<file path="src/rtl/led_pattern_gen.sv">
// led_pattern_gen: tick-paced LED pattern generator with programmable step count and completion pulse
module led_pattern_gen #(
  parameter int WIDTH = 10,
  parameter int CNT_W = 4
) (
  input  logic             clk,
  input  logic             rst,
  input  logic             start,
  input  logic             stop,
  input  logic [1:0]       mode,
  input  logic [CNT_W-1:0] num_steps,
  input  logic             timer,
  output logic [WIDTH-1:0] outputbits,
  output logic             busy,
  output logic             timeout
);
  localparam int IDX_W = $clog2(WIDTH);
  typedef enum logic {IDLE, RUN} state_t;
  state_t state, state_n;
  logic [1:0]       mode_q;
  logic [CNT_W-1:0] n_q, k;
  logic [IDX_W-1:0] idx, idx_n;
  logic [WIDTH-1:0] fill, fill_n, alt, pat;
  logic go, empty_start, tick, done, abort;
  for (genvar i = 0; i < WIDTH; i++) begin : g_alt
    assign alt[i] = (i % 2 == 0);
  end
  // Next-state decode; the k==N tick ends the run, stop overrides any tick
  always_comb begin
    state_n     = state;
    go          = 1'b0;
    empty_start = 1'b0;
    tick        = 1'b0;
    done        = 1'b0;
    abort       = 1'b0;
    if (state == IDLE) begin
      go          = start && num_steps != '0;
      empty_start = start && num_steps == '0;
      state_n     = go ? RUN : IDLE;
    end else begin
      abort   = stop;
      done    = !stop && timer && k == n_q;
      tick    = !stop && timer && k != n_q;
      state_n = (abort || done) ? IDLE : RUN;
    end
  end
  // Pattern for step k+1: odd steps are those where k is even
  always_comb begin
    idx_n  = (idx == IDX_W'(WIDTH - 1)) ? '0 : idx + IDX_W'(1);
    fill_n = &fill ? '0 : {fill[WIDTH-2:0], 1'b1};
    pat    = mode_q == 2'd0 ? {WIDTH{~k[0]}} :
             mode_q == 2'd1 ? (k[0] ? ~alt : alt) :
             mode_q == 2'd2 ? WIDTH'(1) << idx : fill_n;
  end
  // State register
  always_ff @(posedge clk or negedge rst) begin
    if (!rst) state <= IDLE;
    else      state <= state_n;
  end
  // Datapath: latch run parameters on start, advance on ticks, clear on end or abort
  always_ff @(posedge clk or negedge rst) begin
    if (!rst) begin
      mode_q     <= '0;
      n_q        <= '0;
      k          <= '0;
      idx        <= '0;
      fill       <= '0;
      outputbits <= '0;
      busy       <= 1'b0;
      timeout    <= 1'b0;
    end else begin
      timeout <= empty_start || done;
      if (go) begin
        mode_q     <= mode;
        n_q        <= num_steps;
        k          <= '0;
        idx        <= '0;
        fill       <= '0;
        outputbits <= '0;
        busy       <= 1'b1;
      end else if (done || abort) begin
        outputbits <= '0;
        busy       <= 1'b0;
      end else if (tick) begin
        k          <= k + CNT_W'(1);
        idx        <= idx_n;
        fill       <= fill_n;
        outputbits <= pat;
      end
    end
  end
endmodule

</file>
<file path="config.mk">
export PLATFORM = sky130hd
export DESIGN_NAME = led_pattern_gen
export DESIGN_NICKNAME = d
export VERILOG_FILES = /design/src/rtl/led_pattern_gen.sv
export SDC_FILE = /design/constraint.sdc
export NUM_CORES = 1
export LEC_CHECK = 0
export ABC_AREA = 1
export CORE_ASPECT_RATIO = 0.75
export CORE_UTILIZATION = 60
export CTS_CLUSTER_SIZE = 14
export DETAILED_ROUTE_END_ITERATION = 16
export HOLD_SLACK_MARGIN = 0.03
export PLACE_DENSITY = 0.8
export SETUP_SLACK_MARGIN = 0.5
export SLEW_MARGIN = 20
export SYNTH_ARGS = -nofsm -noshare
export SYNTH_HDL_FRONTEND = slang
export SYNTH_SLANG_ARGS = --single-unit
</file>
<file path="constraint.sdc">
create_clock -name clk -period 2.8 [get_ports clk]
set_input_delay 0.56 -clock clk [delete_from_list [all_inputs] [get_ports clk]]
set_output_delay 0.56 -clock clk [all_outputs]
set_load 0.01 [all_outputs]
</file>
Word level (Yosys, flattened, before mapping) --
Cells that the tools add are included.
Operators by class: add/sub/neg operators 2, equal/unequal tests 6, shift-type cells 1, muxes and demuxes 28, bitwise logic cells 1, reduce and logical (&&, ||, !) cells 17
Operators with widths (count):
- $mux 10 | 11
- $mux 4 | 7
- $mux 1 | 10
- $reduce_and 10->1 | 1
- $shl 1x4->10 const A | 1
- $add 4x1->4 const B | 2
- $logic_and 1x1->1 | 5
- $eq 4x4->1 | 1
- $eq 4x4->1 const B | 1
- $logic_not 4->1 | 1
- $ne 4x4->1 | 1
- $reduce_bool 2->1 | 2
- $reduce_bool 4->1 | 1
- $logic_or 1x1->1 | 3
- $reduce_bool 3->1 | 1
- $eq 2x1->1 const B | 1
- $eq 2x2->1 const B | 1
- $logic_not 2->1 | 1
- $ne 2x2->1 const B | 1
- $reduce_and 2->1 | 1
- $logic_not 1->1 | 1
- $not 1->1 | 1
Word-level totals: flip-flop bits (word level) 37, output and inout port bits 12, logic and storage cells 64

Longest topological paths before layout --
word-level depth 8, depth in mapped cells 11

Worst setup path after synthesis --
No wires, ideal clock.
path type in2reg, from in num_steps[2], to reg outputbits[0], library setup time 65 ps, arrival 1475 ps, required time 2735 ps, setup slack 1259 ps, cell stages on the path 7, buffers on the path 0, path through inv_1 nand4_1 nand2_4 nand3_1 nor2_1 nand3_1 nand2_1
Between the ends: longest elaborated chain between the ends 4
RTL lines:
- start, declared | RTL line 11 | input logic [CNT_W-1:0] num_steps,
- $reduce_bool 4->1 * | RTL line 37 | go = start && num_steps != '0;
- $logic_and 1x1->1 * | RTL line 37
- $mux 1 * | RTL line 36 | if (state == IDLE) begin
- $reduce_bool 3->1 (no source line) or $mux 10 (tied branches)
- end signal, assigned | RTL line 88 | outputbits <= pat;
- end, declared | RTL line 13 | output logic [WIDTH-1:0] outputbits,
Every way passes the cells marked *; elsewhere a longest branch is shown, timed or not. A chain may end at the register's enable or synchronous reset.

Worst setup path after layout --
from in num_steps[2], to reg outputbits[1]
Same word-level chain as after synthesis.

==> impl_metrics.env <==
export IMPL_synth_edff_count=0
export IMPL_gr_usage_all_layers_pct=27.4
export IMPL_reg2regPathDepth=10
export IMPL_slew_worst_pin_ns=0.825
export IMPL_report_power_total_mw=1.80
export IMPL_finalCritPeriodShare_pct=71.6
export IMPL_synthesis_nets=263
export IMPL_grt_antenna_before_repair=0
export IMPL_hold_viol_final=0
export IMPL_layout_area_overhead_vs_synth_pct=16.0
export IMPL_synth_cell_area_um2=2020
export IMPL_final_layout_size_suffix_gt1_share_pct=12.0
export IMPL_cts_tree="yes"
export IMPL_minimum_period_implied_by_the_final_worst_setup_slack_ns=2.00
export IMPL_clock_fmax_mhz=499
export IMPL_grt_first_pass_wirelength_mm=7.32
export IMPL_synth_ff_latch_count=37
export IMPL_post_cts_resize_count=0
export IMPL_reg2reg_slack_ns=1.09
export IMPL_die_width_um=69.1
export IMPL_ctsLongestPathBuffers=2
export IMPL_placed_cell_area_um2=2260
export IMPL_criticalPathCategory="input port to flop"
export IMPL_firstDrtPassIters=4
export IMPL_slew_limit_headroom_pct=45.0
export IMPL_floorplan_die_height_um=52.3
export IMPL_yosysTopAreaCellShare_pct=45.7
export IMPL_postCtsSetupBuffers=0
export IMPL_critical_path_cell_chain="clkdlybuf4s50_1 > inv_1 > nand4_1 > nand2_4 > nand3_1 > nor2_1 > nand3_1 > nand2_1"
export IMPL_multi_input_comb_area_um2=935
export IMPL_globalRouteMet3Util_pct=8.85
export IMPL_global_routing_s_busiest_layer="met1"
export IMPL_final_setup_skew_ns=0.00625
export IMPL_fin_setup_tns_ns=0
export IMPL_status="completed"
export IMPL_cpMaxStageDelayCell="clkdlybuf4s50_1"
export IMPL_async_set_or_reset_register_ratio_after_synthesis_pct=100
export IMPL_synth_top_flop_cell="dfrtp_1"
export IMPL_routed_via_count=1723
export IMPL_worst_path_most_repeated_cell="nand3_1"
export IMPL_final_nets=288
export IMPL_synth_top_area_cell="dfrtp_1"
export IMPL_post_cts_hold_buffer_count=0
export IMPL_hpwlAfterDp_mm=3.24
export IMPL_postSynthAreaPerCell_um2=8.13
export IMPL_cp_capture_type="flop"
export IMPL_peakVddDrop_mv=0.547
export IMPL_max_fo_critical_path=14
export IMPL_worst_r2r_endpoint="outputbits[9]$_DFFE_PN0P_"
export IMPL_number_of_max_slew_violations_in_the_final_report=0
export IMPL_cp_arrival_ns=2.23
export IMPL_design_portCount=23
export IMPL_clk_transition_reported_paths_ns=0.07
export IMPL_post_synth_main_area_contributors="dfrtp_1, nand2_1, inv_1"
export IMPL_clkSinkCount=37
export IMPL_syn_instance_count=249
export IMPL_drt_vias_per_instance=5.50
export IMPL_clkLatencyLatePin_ns=0.29
export IMPL_ctsRootBufferMaster="clkbuf_8"
export IMPL_finalCoreUtilization_pct=76.7
export IMPL_unrepaired_setup_endpoints_after_global_routing="no"
export IMPL_number_of_antenna_cells_inserted=0
export IMPL_ys_seq_area_share_pct=45.7
export IMPL_die_area_um2=3610
export IMPL_fp_row_count=17
export IMPL_synth_cell_types=31
export IMPL_yosysWarnings=0
export IMPL_port_buffers=22
export IMPL_initial_core_util_pct=66.1
export IMPL_maxCapViolations=0
export IMPL_grt_start_max_net_pins=38
export IMPL_wl_per_cell_um=13.9
export IMPL_remaining_drc_errors=0
export IMPL_reg2reg_from="k[0]$_DFFE_PN0P_"
export IMPL_final_setup_viol_count=0
export IMPL_required_ns=3.03
export IMPL_leakage_nw=1.10
export IMPL_ctsHtreeMaxLevel=2
export IMPL_final_estimated_routing_congestion_in_global_placement=0.941
export IMPL_hp_class="input port to asynchronous set/reset pin"
export IMPL_area_sequential_um2=926
export IMPL_critical_path_startpoint_type="input port"
export IMPL_core_region_area_um2=3060
export IMPL_wl_mm=4.34
export IMPL_postRouteAntennaNets=0
export IMPL_finalInstanceArea_um2=2350
export IMPL_nFillCells=220
export IMPL_fin_worst_hold_slack_ns=0.364
export IMPL_cts_made_buffers=5
export IMPL_cpPeakStageDelay_ns=0.40
export IMPL_met1_usage_pct=40.1
export IMPL_detail_route_iter0_violations=150
export IMPL_power_density_nw_per_um2=767
export IMPL_fraction_of_met2_tracks_used_by_global_routing_pct=39.0
export IMPL_via_count_of_the_first_global_routing_pass=1511
export IMPL_grt_remaining_overflow=0
[kinds of logic after synthesis]
kind of cell | synth area share (%)
XOR/XNOR | 0.433
AND/OR/NAND/NOR | 30.8
buffers and inverters | 8.10
AO/OA/AOI/OAI | 13.1
adder cells (fa/ha/maj) | 1.85
flip-flops | 45.7
[per-stage QoR]
stage / setup slack, ns / cells
floorplan: 1.26 / 249
global placement: 0.567 / 305
detailed placement: 0.510 / 305
CTS: 0.814 / 313
global route: 0.578 / 313
finish: 0.796 / 313
[cells in the mapped netlist, types with 2 or more instances]
cell type / instances
nand2_1: 69
dfrtp_1: 37
inv_1: 32
nand3_1: 19
o21ai_0: 16
nor2_1: 12
o22ai_1: 9
inv_2: 5
nand2_2: 5
nor2_4: 5
nor3_1: 5
a21oi_1: 4
nand4_1: 4
ha_1: 3
a21oi_2: 2
a21oi_4: 2
buf_2: 2
nand2_4: 2
nand2_8: 2
o211ai_1: 2
o32ai_1: 2
[routing by layer]
layer / wire, um / vias to the layer above
li1: - / 862
met1: 2240 / 814
met2: 1810 / 45
met3: 256 / 2
met4: 25 / 0
met5: 0 / -
[sequential cells by signal, summed over array words and instances (netlist names)]
name,cells
outputbits,10
idx,4
state,1
mode_q,2
busy,1
n_q,4
k,4
timeout,1
fill,10
[layout make-up]
type / count / share of cell area, %
multi-input cells: 171 / 39.8
well taps: 38 / 2.02
flip-flops and latches: 37 / 39.4
inverters: 37 / 5.91
repair buffers: 22 / 9.16
clock buffers: 5 / 2.93
clock inverters: 3 / 0.746
[worst max-delay path by stage]
stage	startpoint	end	slack, ns	cells after the start
2_1_floorplan	num_steps[2]	outputbits[0]$_DFFE_PN0P_	1.26	7
5_1_grt	num_steps[3]	outputbits[2]$_DFFE_PN0P_	0.58	8
3_3_place_gp	num_steps[2]	outputbits[1]$_DFFE_PN0P_	0.57	8
3_5_place_dp	num_steps[2]	outputbits[9]$_DFFE_PN0P_	0.51	8
4_1_cts	num_steps[2]	outputbits[1]$_DFFE_PN0P_	0.81	8
6_report	num_steps[2]	outputbits[1]$_DFFE_PN0P_	0.80	8
[layout by cell type (no fill, tap or decap), types with 3 or more instances in the layout]
cell type and count:
ha_1 3, nand2_1 69, dfrtp_1 37, nor3_1 5
o21ai_0 16, clkdlybuf4s50_1 21, inv_1 32, nand3_1 19
nor2_1 12, a21oi_1 4, nand4_1 4, nand2_2 5
o22ai_1 9, nor2_4 5, clkbuf_8 5, inv_2 5
[report_power, final]
part | internal, mW | switching [mW]
Combinational | 0.280 | 0.396
Sequential | 0.652 | 0.104
Clock | 0.172 | 0.197
[critical path: cells and delay by family]
family                 cells  cell delay (ns)
and+or+nand+nor            6             1.19
buffers and inverters      2             0.47
Note: power is estimated with default switching activity, not from simulation.
==> patch, RTL diff (same flow settings) <==
Set the parameter `CNT_W` to 3 (it was 4).
--- a/src/rtl/led_pattern_gen.sv
+++ b/src/rtl/led_pattern_gen.sv
@@ -3,3 +3,3 @@
   parameter int WIDTH = 10,
-  parameter int CNT_W = 4
+  parameter int CNT_W = 3
 ) (
Ports: changed (resized num_steps); port bits go from 23 to 22. The function was not compared with the original's and may differ.
==> patch against the original RTL <==
Synthesized cell count fell by 8.4%. Power fell by 7.5%. Critical path depth did not move. First-iteration DRC count fell by 11%. Wire length fell by 3.9%. Critical endpoint is now outputbits[7]$_DFFE_PN0P_. Design area fell by 9.0%. Cell count fell by 7.3%. Register-to-register slack improved by 0.09 ns. Largest cell class is now flip-flops and latches. Area after synthesis fell by 11%. Sequential cell count fell by 2. Worst setup slack improved by 0.090 ns.
==> patch: results (changes against the original RTL) <==
[run_status]
status=finished, final reports clean

[global_routing]
met1_usage=0.447  ; +0.0454
grt_use_met2=0.443  ; +0.0533

[drt]
routedLengthMet1_um=1850  ; -18%
dr_wl_met3_um=388  ; +52%
wl_met2_um=1880  ; +3.9%

[synthesis]
avgSynthCellArea_um2=7.94  ; -2.4%
netlist_top_cells_count=nand2_1 (57), dfrtp_1 (35), inv_1 (29), nand3_1 (23), nor2_1 (17)
synth_adder_area_share=0.0207  ; +0.00221
yosysSeqAreaShare=0.484  ; +0.0267
synth-compound-area-share=0.130  ; -0.00101
yosys.area_share.xor_xnor=0.00484  ; +0.000515

[power_and_ir_drop]
power_leakage_nw=1.06  ; -4.0%
total_power_mw=1.67  ; -7.5%
vdd_drop_max_mv=0.484  ; -11%
p_comb_frac=0.337  ; -0.039
p_clk_mw=0.395  ; +7.3%

[critical_path]
r2r_setup_slack_ns=1.18  ; +0.09 ns
r2r_cells=7  ; -3
cp_max_fo=16  ; +2
r2r-start=mode_q[1]$_DFFE_PN0N_
max_stage_delay_ns=0.42  ; +0.02 ns

[sta]
hold_ws_ns=0.471  ; +0.107 ns
fin_skew_ns=0.00307  ; -0.00319 ns

[place]
routabilityCongestion=0.960  ; +2.0%
postPlaceCellArea_mm2=0.00204  ; -10%
place_inst=282  ; -7.5%

[layout]
largest_registers=fill: 10 flops, outputbits: 10 flops, idx: 4 flops

[min_path]
hp-class=flop to flop

patch: changes by cell type after synthesis, moves of 4 or more:
cell     unedited run  this run
nand2_1            69        57
nand3_1            19        23
nor2_1             12        17
o21ai_1             1         8
patch: area by class of cell:
cell class                      count  area [um^2]
Timing Repair Buffer               22          218
Multi-Input combinational cell    156          772
Tap cell                           36         45.0
Fill cell                         195          606
Inverter                           33          126
Clock buffer                        8          100
Sequential cell                    35          876
patch: worst max-delay path by stage:
stage | startpoint | to | slack [ns]
after CTS | num_steps[1] | outputbits[7]$_DFFE_PN0P_ | 0.92
after detailed placement | num_steps[1] | outputbits[7]$_DFFE_PN0P_ | 0.64
after global routing | num_steps[1] | outputbits[5]$_DFFE_PN0P_ | 0.75
final | num_steps[1] | outputbits[7]$_DFFE_PN0P_ | 0.89
after global placement | num_steps[1] | outputbits[1]$_DFFE_PN0P_ | 0.78
after floorplan | num_steps[1] | outputbits[4]$_DFFE_PN0P_ | 1.34
